===== src/rtl/unisnano_pkg.sv =====
// rtl/unisnano_pkg.sv - shared UART types and constants; the PARITY state exists only with UNISNANO_UART_PARITY_EN
package unisnano_pkg;

  localparam int   UART_DATA_BITS  = 8;
  localparam logic UART_IDLE_LEVEL = 1'b1;

`ifdef UNISNANO_UART_PARITY_EN
  typedef enum logic [2:0] {
    IDLE,
    START,
    DATA,
    PARITY,
    STOP
  } uart_tx_state_t;
`else
  typedef enum logic [1:0] {
    IDLE,
    START,
    DATA,
    STOP
  } uart_tx_state_t;
`endif

  // Even parity: the parity bit makes the total count of ones even.
  function automatic logic even_parity(input logic [UART_DATA_BITS-1:0] b);
    return ^b;
  endfunction

endpackage


===== src/rtl/unisnano_sync_fifo.sv =====
// rtl/unisnano_sync_fifo.sv - single-clock FIFO with push/pop/full/empty/count, shared by the UART sides
module unisnano_sync_fifo #(
  parameter int WIDTH = 8,
  parameter int DEPTH = 4,
  localparam int AW = $clog2(DEPTH)
) (
  input  logic             clk,
  input  logic             rst,
  input  logic             push,
  input  logic [WIDTH-1:0] data_in,
  input  logic             pop,
  output logic [WIDTH-1:0] data_out,
  output logic             full,
  output logic             empty,
  output logic [AW:0]      count
);

  logic [WIDTH-1:0] mem [DEPTH];
  logic [AW-1:0]    wr_ptr;
  logic [AW-1:0]    rd_ptr;
  logic             push_ok;
  logic             pop_ok;

  // Requests that cannot be honoured are dropped here, so callers may be lax.
  assign push_ok  = push && !full;
  assign pop_ok   = pop && !empty;
  assign full     = (count == (AW+1)'(DEPTH));
  assign empty    = (count == '0);
  assign data_out = mem[rd_ptr];

  // Storage array: no reset, so it can map onto plain registers or RAM.
  always_ff @(posedge clk) begin
    if (push_ok) begin
      mem[wr_ptr] <= data_in;
    end
  end

  // Pointers wrap naturally because DEPTH is a power of two; count tracks occupancy.
  always_ff @(posedge clk) begin
    if (rst) begin
      wr_ptr <= '0;
      rd_ptr <= '0;
      count  <= '0;
    end else begin
      if (push_ok) begin
        wr_ptr <= wr_ptr + AW'(1);
      end
      if (pop_ok) begin
        rd_ptr <= rd_ptr + AW'(1);
      end
      case ({push_ok, pop_ok})
        2'b10:   count <= count + (AW+1)'(1);
        2'b01:   count <= count - (AW+1)'(1);
        default: count <= count;
      endcase
    end
  end

endmodule


===== src/rtl/unisnano_uart_tx.sv =====
// rtl/unisnano_uart_tx.sv - buffered 8N1 UART transmitter; UNISNANO_UART_PARITY_EN adds an even parity bit
module unisnano_uart_tx
  import unisnano_pkg::*;
#(
  parameter int CLKS_PER_BIT = 434,
  parameter int FIFO_DEPTH   = 4
) (
  input  logic       clk,
  input  logic       rst,
  input  logic [7:0] data_in,
  input  logic       valid_in,
  output logic       ready_out,
  output logic       tx,
  output logic       busy
);

  localparam int CW  = $clog2(CLKS_PER_BIT);
  localparam int FAW = $clog2(FIFO_DEPTH);

  uart_tx_state_t            state;
  logic [CW-1:0]             cnt;
  logic [2:0]                bit_idx;
  logic [UART_DATA_BITS-1:0] shift;
  logic [UART_DATA_BITS-1:0] fifo_data;
  logic                      fifo_full;
  logic                      fifo_empty;
  logic [FAW:0]              fifo_count;
  logic                      baud_done;
  logic                      push;
  logic                      pop;
`ifdef UNISNANO_UART_PARITY_EN
  logic                      parity_bit;
`endif

  assign ready_out = !fifo_full;
  assign push      = valid_in && !fifo_full;
  assign baud_done = (cnt == CW'(CLKS_PER_BIT - 1));
  // The head byte leaves the FIFO on the edge a new start bit begins: from IDLE,
  // or straight out of a finished stop bit so back-to-back frames have no gap.
  assign pop       = !fifo_empty && ((state == IDLE) || ((state == STOP) && baud_done));

  unisnano_sync_fifo #(
    .WIDTH (UART_DATA_BITS),
    .DEPTH (FIFO_DEPTH)
  ) u_fifo (
    .clk      (clk),
    .rst      (rst),
    .push     (push),
    .data_in  (data_in),
    .pop      (pop),
    .data_out (fifo_data),
    .full     (fifo_full),
    .empty    (fifo_empty),
    .count    (fifo_count)
  );

  // Occupancy can never exceed the configured depth.
  assert property (@(posedge clk) disable iff (rst) fifo_count <= (FAW+1)'(FIFO_DEPTH));

  // Frame sequencer: baud counter, bit index, shift register and registered tx/busy.
  always_ff @(posedge clk) begin
    if (rst) begin
      state   <= IDLE;
      tx      <= UART_IDLE_LEVEL;
      busy    <= 1'b0;
      cnt     <= '0;
      bit_idx <= '0;
      shift   <= '0;
`ifdef UNISNANO_UART_PARITY_EN
      parity_bit <= 1'b0;
`endif
    end else begin
      case (state)
        IDLE: begin
          cnt     <= '0;
          bit_idx <= '0;
          if (!fifo_empty) begin
            shift <= fifo_data;
`ifdef UNISNANO_UART_PARITY_EN
            parity_bit <= even_parity(fifo_data);
`endif
            tx    <= ~UART_IDLE_LEVEL;
            busy  <= 1'b1;
            state <= START;
          end
        end

        START: begin
          if (baud_done) begin
            cnt   <= '0;
            tx    <= shift[0];
            state <= DATA;
          end else begin
            cnt <= cnt + CW'(1);
          end
        end

        DATA: begin
          if (baud_done) begin
            cnt <= '0;
            if (bit_idx == 3'(UART_DATA_BITS - 1)) begin
              bit_idx <= '0;
`ifdef UNISNANO_UART_PARITY_EN
              tx    <= parity_bit;
              state <= PARITY;
`else
              tx    <= UART_IDLE_LEVEL;
              state <= STOP;
`endif
            end else begin
              bit_idx <= bit_idx + 3'd1;
              shift   <= shift >> 1;
              tx      <= shift[1];
            end
          end else begin
            cnt <= cnt + CW'(1);
          end
        end

`ifdef UNISNANO_UART_PARITY_EN
        PARITY: begin
          if (baud_done) begin
            cnt   <= '0;
            tx    <= UART_IDLE_LEVEL;
            state <= STOP;
          end else begin
            cnt <= cnt + CW'(1);
          end
        end
`endif

        STOP: begin
          if (baud_done) begin
            cnt <= '0;
            if (!fifo_empty) begin
              shift <= fifo_data;
`ifdef UNISNANO_UART_PARITY_EN
              parity_bit <= even_parity(fifo_data);
`endif
              tx    <= ~UART_IDLE_LEVEL;
              state <= START;
            end else begin
              busy  <= 1'b0;
              state <= IDLE;
            end
          end else begin
            cnt <= cnt + CW'(1);
          end
        end

        default: begin
          state <= IDLE;
          tx    <= UART_IDLE_LEVEL;
          busy  <= 1'b0;
          cnt   <= '0;
        end
      endcase
    end
  end

endmodule


===== config.mk =====
export PLATFORM = sky130hd
export DESIGN_NAME = unisnano_uart_tx
export DESIGN_NICKNAME = d
export VERILOG_FILES = /design/src/rtl/unisnano_pkg.sv /design/src/rtl/unisnano_sync_fifo.sv /design/src/rtl/unisnano_uart_tx.sv
export SDC_FILE = /design/constraint.sdc
export NUM_CORES = 1
export LEC_CHECK = 0
export BUFFER_PORTS_ARGS = -buffer_cell sky130_fd_sc_hd__buf_4
export CAP_MARGIN = 20
export CORE_MARGIN = 2
export CORE_UTILIZATION = 65
export CTS_BUF_LIST = sky130_fd_sc_hd__clkbuf_4 sky130_fd_sc_hd__clkbuf_8
export CTS_CLUSTER_DIAMETER = 120
export DETAILED_ROUTE_END_ITERATION = 7
export PLACE_DENSITY = 0.95
export SYNTH_ARGS = -nofsm -noshare
export SYNTH_HDL_FRONTEND = slang
export SYNTH_SLANG_ARGS = --single-unit
export TNS_END_PERCENT = 100

===== constraint.sdc =====
create_clock -name clk -period 4.1 [get_ports clk]
set_clock_uncertainty 0.05 [all_clocks]
set_input_delay 0 -clock clk [delete_from_list [all_inputs] [get_ports clk]]
set_output_delay 0 -clock clk [all_outputs]
set_load 0.05 [all_outputs]

**Word-level counts from Yosys, hierarchy flattened**

Memories as Yosys holds them, arrays and structs flattened. A register that Yosys moved wholly into a read port is not among the register bits.
Cells that the tools add are included.

- Bits in writable memories: 32
- Input port bits: 11
- Bits in registers: 31
- Output and inout port bits: 3
- Memories: 1

- Muxes and demuxes: 32
- Reduce and logical (&&, ||, !) cells: 20
- Equality and inequality tests: 15
- Add/sub/neg operators: 6

Memories:

| memory | words | width | read ports | clocked after Yosys merged registers in | write ports | RTL line | source |
|---|---|---|---|---|---|---|---|
| u_fifo.mem | 4 | 8 | 1 | 1 | 1 | unisnano_sync_fifo.sv:18 | `logic [WIDTH-1:0] mem [DEPTH];` |

Operators with widths:

| operator | number |
|---|---|
| $mux W8 | 4 |
| $pmux W8 S3 | 1 |
| $pmux W9 S2 | 1 |
| $mux W2 | 7 |
| $ne A2 B2 Y1 const B | 7 |
| $pmux W3 S2 | 2 |
| $mux W1 | 11 |
| $add A9 B1 Y9 const B | 1 |
| $eq A9 B9 Y1 const B | 1 |
| $mux W9 | 1 |
| $pmux W2 S4 | 1 |
| $reduce_and A4 Y1 | 2 |
| $add A3 B1 Y3 const B | 2 |
| $eq A2 B2 Y1 const B | 3 |
| $eq A3 B3 Y1 const B | 2 |
| $mux W3 | 2 |
| $reduce_bool A2 Y1 | 3 |
| $logic_and A1 B1 Y1 | 5 |
| $reduce_and A5 Y1 | 1 |
| $add A2 B1 Y2 const B | 2 |
| $eq A2 B1 Y1 const B | 2 |
| $pmux W1 S4 | 1 |
| $logic_not A3 Y1 | 1 |
| $reduce_and A3 Y1 | 1 |
| 8 further kinds | 9 |

**Depth between registers and ports, before layout**

Gate-level depths: netlist of run 1.

- Word-level depth: 7
- Depth in mapped cells: 11

**By module**

A second synthesis of run 1 with hierarchy kept.

- Cells, all modules: 240
- Area total of the unflattened synthesis: 2,927.8 um^2

By module, submodules not included:

| module | cells an instance | sequential area each (um^2) | area an instance (um^2) | instances |
|---|---|---|---|---|
| unisnano_sync_fifo | 96 | 1,141.1 | 1,630.3 | 1 |
| unisnano_uart_tx | 144 | 480.5 | 1,297.5 | 1 |

**Worst setup path after synthesis of run 1**

OpenSTA, ideal clock, no wires.

- Path type: register to register
- Start: reg cnt[1]
- End: reg u_fifo.count[2]
- Path buffers: 1
- Data arrival time: 2.364 ns
- Required time: 3.980 ns
- Path slack: 1.615 ns
- Cell stages (with the launch flop): 12
- Path through: dfxtp_1 inv_1 ha_1 and4_1 clkbuf_1 a31oi_2 nor2_1 ha_1 fa_1 xnor2_1 or3_1 a21oi_1

- Word-level cells in the longest chain between the ends: 7

RTL lines:

| item | RTL line | source |
|---|---|---|
| start: declaration | unisnano_uart_tx.sv:21 | `logic [CW-1:0] cnt;` |
| start signal: assignment | unisnano_uart_tx.sv:94 | `cnt <= cnt + CW'(1);` |
| start signal: assignment | unisnano_uart_tx.sv:116 | `cnt <= cnt + CW'(1);` |
| start signal: assignment | unisnano_uart_tx.sv:147 | `cnt <= cnt + CW'(1);` |
| $eq A9 B9 Y1 (*) | unisnano_uart_tx.sv:37 | `assign baud_done = (cnt == CW'(CLKS_PER_BIT - 1));` |
| $logic_and A1 B1 Y1 (*) | unisnano_uart_tx.sv:40 | `assign pop = !fifo_empty && ((state == IDLE) \|\| ((state == STOP) && baud_done));` |
| $logic_or A1 B1 Y1 (*) | unisnano_uart_tx.sv:40 |  |
| $logic_and A1 B1 Y1 (*) | unisnano_uart_tx.sv:40 |  |
| $logic_and A1 B1 Y1 (*) | unisnano_sync_fifo.sv:26 | `assign pop_ok = pop && !empty;` |
| via u_fifo.pop_ok | unisnano_sync_fifo.sv:22 | `logic pop_ok;` |
| $eq A2 B1 Y1 or $eq A2 B2 Y1 (tied branches) | unisnano_sync_fifo.sv:51 | `case ({push_ok, pop_ok})` |
| $pmux W3 S2 or $reduce_bool A2 Y1 (tied branches) | - |  |
| end signal: assignment | unisnano_sync_fifo.sv:52 | `2'b10: count <= count + (AW+1)'(1);` |
| end signal: assignment | unisnano_sync_fifo.sv:53 | `2'b01: count <= count - (AW+1)'(1);` |
| end signal: assignment | unisnano_sync_fifo.sv:54 | `default: count <= count;` |
| end: declaration | unisnano_sync_fifo.sv:15 | `output logic [AW:0] count` |

The timed path passes the listed nets; every way through them passes the cells marked *.
A chain may end at the register's enable or synchronous reset.

**Final worst setup path of run 1**

Same ends and word-level chain as after synthesis.

==> key figures, run 1 <==
Status
  • Outcome: complete, no violations

Detailed routing
  • Initial DRC Count: 157
  • Vias per cell: 6.22
  • Pre-antenna DRT Iters: 4
  • Wire length per cell: 19.2 um
  • Antenna Nets Post-Route: 0
  • Residual DRC count: 0
  • Vias: 1866
  • Final wirelength: 5760 um

Placement
  • GP Congestion: 0.742
  • Detailed placer's ending HPWL: 3620 um
  • IO buf count: 13

Timing
  • RSZ-0062 raised after global routing: false
  • Final Hold Viols: 0
  • Final Max Slew Viols: 0
  • Worst-Margin Slew: 687 ps
  • Setup TNS: 0 ps
  • Final setup viols: 0
  • Worst slew margin: 53.9%
  • Minimum clock period: 2690 ps
  • Period utilization: 65.7%
  • Highest clock rate: 0.371 GHz

Global route
  • Total grt overflow: 0
  • Gr usage total: 25.2%
  • Largest net degree at the start of global routing: 21
  • First-pass GRT wire length: 9320 um
  • Initial antenna violation count: 0
  • Number of global-route vias before repair: 1910

Critical path
  • Worst-path maximum fanout: 9
  • WP data required: 4320 ps
  • Worst Path Arrival: 2920 ps
  • CP Launch Type: flip-flop
  • Crit end category: flip-flop
  • Setup CP Type: reg2reg

Pwr
  • Reg power frac: 42.4%
  • Int Pwr: 1.40 mW
  • Static Leak: 1.18 nW
  • Clock Power Share: 29.6%
  • Psw: 0.648 mW
  • Gate power share: 28.0%
  • Pwr Density: 627 nW/um^2
  • Power Total: 2.05 mW
  • Worst VDD drop: 0.495 mV
  • Sw Ratio: 31.6%

Clocking
  • Clk root buf: clkbuf_8
  • Clock transition at path regs: 70 ps
  • Gates resized, CTS repair: 0
  • CTS buffer count: 9
  • Clock sink count: 65
  • Max Buffers Root-to-Sink: 2
  • CTS tree: yes
  • Worst-Skew Late Latency: 340 ps
  • CTS H-tree lvls: 3

Die
  • IO Pins: 14
  • Die Y: 70.0 um
  • Die Width: 70.0 um
  • Die area: 4890 sq um
  • Core ar.: 4090 sq um
  • Initial core utilization: 69.2%
  • Row cnt: 23

Yosys
  • Synthesized area per cell: 12.9 sq um
  • Sequential fraction of the synthesis area: 57.3%
  • Synthesized flop and latch total: 65
  • Synth cell types: 42
  • Synth Cell Area: 2830 sq um
  • Post-synth EDFFs: 32
  • Ys Warns: 0
  • Post-synthesis async set-or-reset flop share: 0%
  • Predominant post-synthesis flop cell: dfxtp_1
  • Syn Inst Count: 220
  • Synth Net Count: 246

Finish
  • Fin nets: 271
  • Commonest non-fill, non-tap cell in the layout: dfxtp_1
  • Most frequent cells in the layout: 33 x dfxtp_1, 32 x edfxtp_1, 16 x nor2_1, 15 x a21oi_1, 14 x ha_1
  • # diodes: 0
  • Area Growth Syn to Fin: 15.7%
  • Layout cells sized above 1: 20.4%

Worst hold path
  • Hold Crit Class: in2reg

Job
  • Max cap viols: 0
-- through the flow --
step                worst slack [ps]  hold slack [ps]  instances  util [%]  instance area, sq um
global placement                1610              151        275      72.4                  2960
global route                    1280              110        300      80.0                  3270
CTS                             1460             54.1        300      80.0                  3270
floorplan                       1620             48.9        220         -                  2830
detailed placement              1480              164        275      72.4                  2960
finish                          1410             60.2        300      80.0                  3270
-- cells by family (layout without fill, tap and decap cells) --
group,Yosys count,after routing,share of synthesized area [%]
xor gates and xnor gates,8,8,2.48
AOI/OAI and AO/OA,43,43,10.2
buffers and inverters,14,44,1.90
adders and majority gates,15,15,6.90
DFF,65,65,57.3
muxes,16,16,9.51
and+or+nand+nor,59,59,11.7
-- worst paths after layout --
check / slack (ps) / cells after the start / from / endpoint
hold reg to reg: 430 / 2 / bit_idx[2] / bit_idx[2]
hold / removal: 60 / 4 / valid_in / u_fifo.wr_ptr[0]
setup reg to reg: 1410 / 10 / cnt[1] / u_fifo.count[2]
setup / recovery: 1410 / 10 / cnt[1] / u_fifo.count[2]
-- layout make-up --
class / count / area [sq um]
Sequential cell: 65 / 1620
Multi-Input combinational cell: 141 / 1150
Fill cell: 224 / 816
Timing Repair Buffer: 22 / 188
Clock buffer: 10 / 131
Clock inverter: 6 / 92.6
Tap cell: 50 / 62.6
Inverter: 6 / 22.5
-- power groups by stage --
stage / Clock (mW) / Sequential [mW] / Combinational, mW
final: 0.607 / 0.870 / 0.573
after global routing: 0.637 / 0.885 / 0.620
after CTS: 0.606 / 0.869 / 0.569
after detailed placement: 0 / 0.882 / 0.548
after global placement: 0 / 0.872 / 0.520
after floorplan: 0 / 0.861 / 0.431
-- state kept, by name, summed over array words and instances, names as in the netlist, named ones only --
name / cells
state: 2
bit_idx: 3
busy: 1
u_fifo.wr_ptr: 2
tx: 1
u_fifo.mem: 32
cnt: 9
u_fifo.count: 3
shift: 8
u_fifo.rd_ptr: 2
-- cell usage after synthesis (3+ instances only) --
cell type	n	area, sq um
mux4_2	8	180
nand3_1	3	15.0
and3_1	4	25.0
nand2_1	11	41.3
inv_1	6	22.5
o21ai_0	8	40.0
clkbuf_1	7	26.3
or3_1	6	37.5
edfxtp_1	32	961
nor3_1	5	25.0
xor2_1	3	26.3
ha_1	14	175
mux2_2	7	78.8
a22o_1	7	61.3
xnor2_1	5	43.8
nand4_1	3	18.8
nor2_1	16	60.1
a21oi_1	15	75.1
dfxtp_1	33	661
-- worst max-delay path: stages (launching register included) --
cell and delay, ps:
dfxtp_1 380, inv_1 60, ha_1 180, and4_1 300, a31oi_2 300, nor2_1 90, ha_1 280, fa_1 390
xnor2_1 140, or3_1 320, a21oi_1 140
-- what timing repair did --
action	CTS	global route
hold buffers	9	0
setup buffers	0	0
hold endpoints to repair	48	0
-- metal layers --
| metal | up-vias | global-route usage [%] | wire length, um |
|---|---|---|---|
| li1 | 876 | - | - |
| met1 | 918 | 30.2 | 2440 |
| met2 | 57 | 43.1 | 2890 |
| met3 | 15 | 4.33 | 251 |
| met4 | 0 | 14.3 | 174 |
| met5 | - | 0 | 0 |
No activity file was read; power rests on OpenSTA's default activity.
==> run 2, diff against run 1 <==
- CORE_UTILIZATION: 65 -> 63
- PLACE_DENSITY: 0.95 -> 0.93
- clock period: 4.1 -> 2.52 ns (I/O delays scaled with it)
==> run 2 against run 1 <==
Effect of this change: first-iteration DRC count rose by 10%; power grew 55%; largest power group unchanged; fmax up 10%; largest cell class unchanged; sequential power rose by 63%; global-route usage is 1.0 points higher; non-clock buffer count increased by 6.
==> key figures, run 2 (same netlist as run 1, synthesis figures left out) <==
Timing
  • Final Max Slew Viols: 0 (unchanged)
  • Minimum clock period: 2440 ps (-253 ps)
  • Final Hold Viols: 0 (unchanged)
  • Worst setup slack after layout: 79.6 ps (-1330 ps)
  • Worst slew margin: 61.8% (+8.0 points)
  • Highest clock rate: 0.410 GHz (+10%)
  • Worst-Margin Slew: 572 ps (-115 ps)
  • RSZ-0062 raised after global routing: false
  • Period utilization: 96.8% (+31 points)
  • Hold WS: 90.3 ps (+30.2 ps)
  • Final setup viols: 0 (unchanged)

Critical path
  • CP Launch Type: flip-flop
  • Worst Path Arrival: 2650 ps (-270 ps)
  • Crit path largest cell delay: 380 ps (about the same)
  • Crit-path slowest cell: fa_1
  • Crit end category: flip-flop
  • CP delay by family, top: adder cells
  • Buf/Inv on CP: 1 (unchanged)
  • WP data required: 2730 ps (-1590 ps)
  • CP cell instances: inv_1 -> ha_1 -> and4_2 -> a31oi_4 -> nor2_1 -> ha_2 -> fa_1 -> xnor2_1 -> or3_1 -> a21oi_1
  • Setup CP Type: reg2reg
  • Worst-path maximum fanout: 4 (-5)

Finish
  • Most frequent cells in the layout: 32 x dfxtp_1, 32 x edfxtp_1, 19 x buf_4, 16 x nor2_1, 15 x a21oi_1
  • Largest regs: u_fifo.mem: 32 flops, cnt: 9 flops, shift: 8 flops
  • Largest register FFs: 32 (unchanged)
  • Top reg by flops: u_fifo.mem
  • Fin nets: 277 (+2.2%)
  • Layout cells sized above 1: 23.4% (+3.0 points)
  • Fillers: 260 (+16%)
  • Area Growth Syn to Fin: 16.2%
  • # diodes: 0 (unchanged)

Die
  • Row cnt: 24 (+4.3%)
  • Die Width: 71.0 um (+1.5%)
  • Initial core utilization: 65.4% (-3.8 points)
  • Die Y: 71.0 um (+1.5%)
  • Die area: 5040 sq um (+3.0%)
  • IO Pins: 14 (unchanged)
  • Core ar.: 4320 sq um (+5.8%)

Pwr
  • Static Leak: 1.18 nW (+0.56%)
  • Worst VDD drop: 0.784 mV (+59%)
  • Pwr Density: 965 nW/um^2 (+54%)

Detailed routing
  • Vias: 1874 (+0.43%)
  • Antenna Nets Post-Route: 0 (unchanged)
  • Wire length per cell: 19.2 um (about the same)
  • Pre-antenna DRT Iters: 4 (unchanged)
  • Vias per cell: 6.08 (-2.2%)
  • Residual DRC count: 0 (unchanged)
  • Final wirelength: 5910 um (+2.7%)
  • Initial DRC Count: 173 (+10%)

Clocking
  • CTS tree: yes
  • CTS buffer count: 9 (unchanged)
  • CTS H-tree lvls: 3 (unchanged)
  • Clock transition at path regs: 70 ps (about the same)
  • Clock sink count: 65 (unchanged)
  • Max Buffers Root-to-Sink: 2 (unchanged)
  • Clk root buf: clkbuf_8
  • Worst-Skew Late Latency: 340 ps (about the same)

Global route
  • Initial antenna violation count: 0 (unchanged)
  • First-pass GRT wire length: 9610 um (+3.2%)
  • Total grt overflow: 0 (unchanged)
  • Largest net degree at the start of global routing: 21 (unchanged)
  • Number of global-route vias before repair: 1878 (-1.7%)
  • Gr usage total: 26.2% (+1.0 points)

Placement
  • GP Congestion: 0.780 (+5.1%)
  • Detailed placer's ending HPWL: 3670 um (+1.4%)
  • IO buf count: 13 (unchanged)
  • Place WS: -30.9 ps (-1510 ps)

Job
  • Max cap viols: 0 (unchanged)

Worst hold path
  • Hold Crit Class: in2reg

Status
  • Outcome: complete, no violations
-- run 2: cell types whose count changed in the layout (fill, tap and decap cells not counted), sizes merged --
| cell | change |
|---|---|
| clkinvlp | +1 |
| clkinv | +1 |
| buf | +6 |
| bufinv | -2 |
-- run 2: final cells by class --
class                   instances  area [sq um]  share of cell area, %
flip-flops and latches         65          1620                   49.4
multi-input cells             141          1160                   35.5
repair buffers                 28           233                   7.09
clock buffers                  10           131                   4.00
well taps                      52          65.1                   1.98
clock inverters                 6          45.0                   1.37
inverters                       6          22.5                  0.686
-- run 2: stage by stage --
step / total power, mW / TNS (ps) / cell area, sq um / std cells / utilization (%)
2_1_floorplan: 2.10 / 0 / 2830 / 220 / -
3_3_place_gp: 2.27 / 0 / 2990 / 281 / 69.1
3_5_place_dp: 2.33 / -30.9 / 2990 / 281 / 69.1
4_1_cts: 3.15 / 0 / 3270 / 307 / 75.7
5_1_grt: 3.32 / 0 / 3280 / 308 / 76.0
6_report: 3.17 / 0 / 3280 / 308 / 76.0
-- run 2: report_power, final --
group	switching, mW	leakage (nW)	total [mW]	internal (mW)
Sequential	0.148	0.563	1.42	1.27
Clock	0.412	0.0819	0.780	0.369
Combinational	0.500	0.536	0.965	0.465
Total	1.06	1.18	3.17	2.11
-- run 2: path summary, 6_finish.rpt --
path	slack, ps	start	to	cells after the start
worst min register to register	410	bit_idx[1]	bit_idx[1]	2
worst max register to register	80	cnt[1]	u_fifo.count[2]	10
worst min-delay path	90	valid_in	u_fifo.wr_ptr[0]	4
worst max-delay path	80	cnt[1]	u_fifo.count[2]	10
-- run 2: routing by layer --
metal  track usage (%)  vias to the layer above  share of wire [%]
li1                  -                      883                  -
met1              30.5                      903                 40
met2              43.6                       67                 51
met3              8.26                       21                4.1
met4              13.8                        0                5.1
met5                 0                        -                  0
-- run 2: repair_timing --
| action | CTS | global route |
|---|---|---|
| pin swaps | 1 | 1 |
| gates resized for setup | 1 | 3 |
| hold buffers | 9 | 0 |
| setup endpoints to repair | 1 | 1 |
| setup buffers | 1 | 1 |
| hold endpoints to repair | 45 | 0 |
-- run 2: worst register-to-register path, cell delays in order, from the launching register on --
cell and delay [ps]:
dfxtp_2 350, inv_1 50, ha_1 180, and4_2 270, a31oi_4 200, nor2_1 70, ha_2 210, fa_1 380
xnor2_1 140, or3_1 310, a21oi_1 150
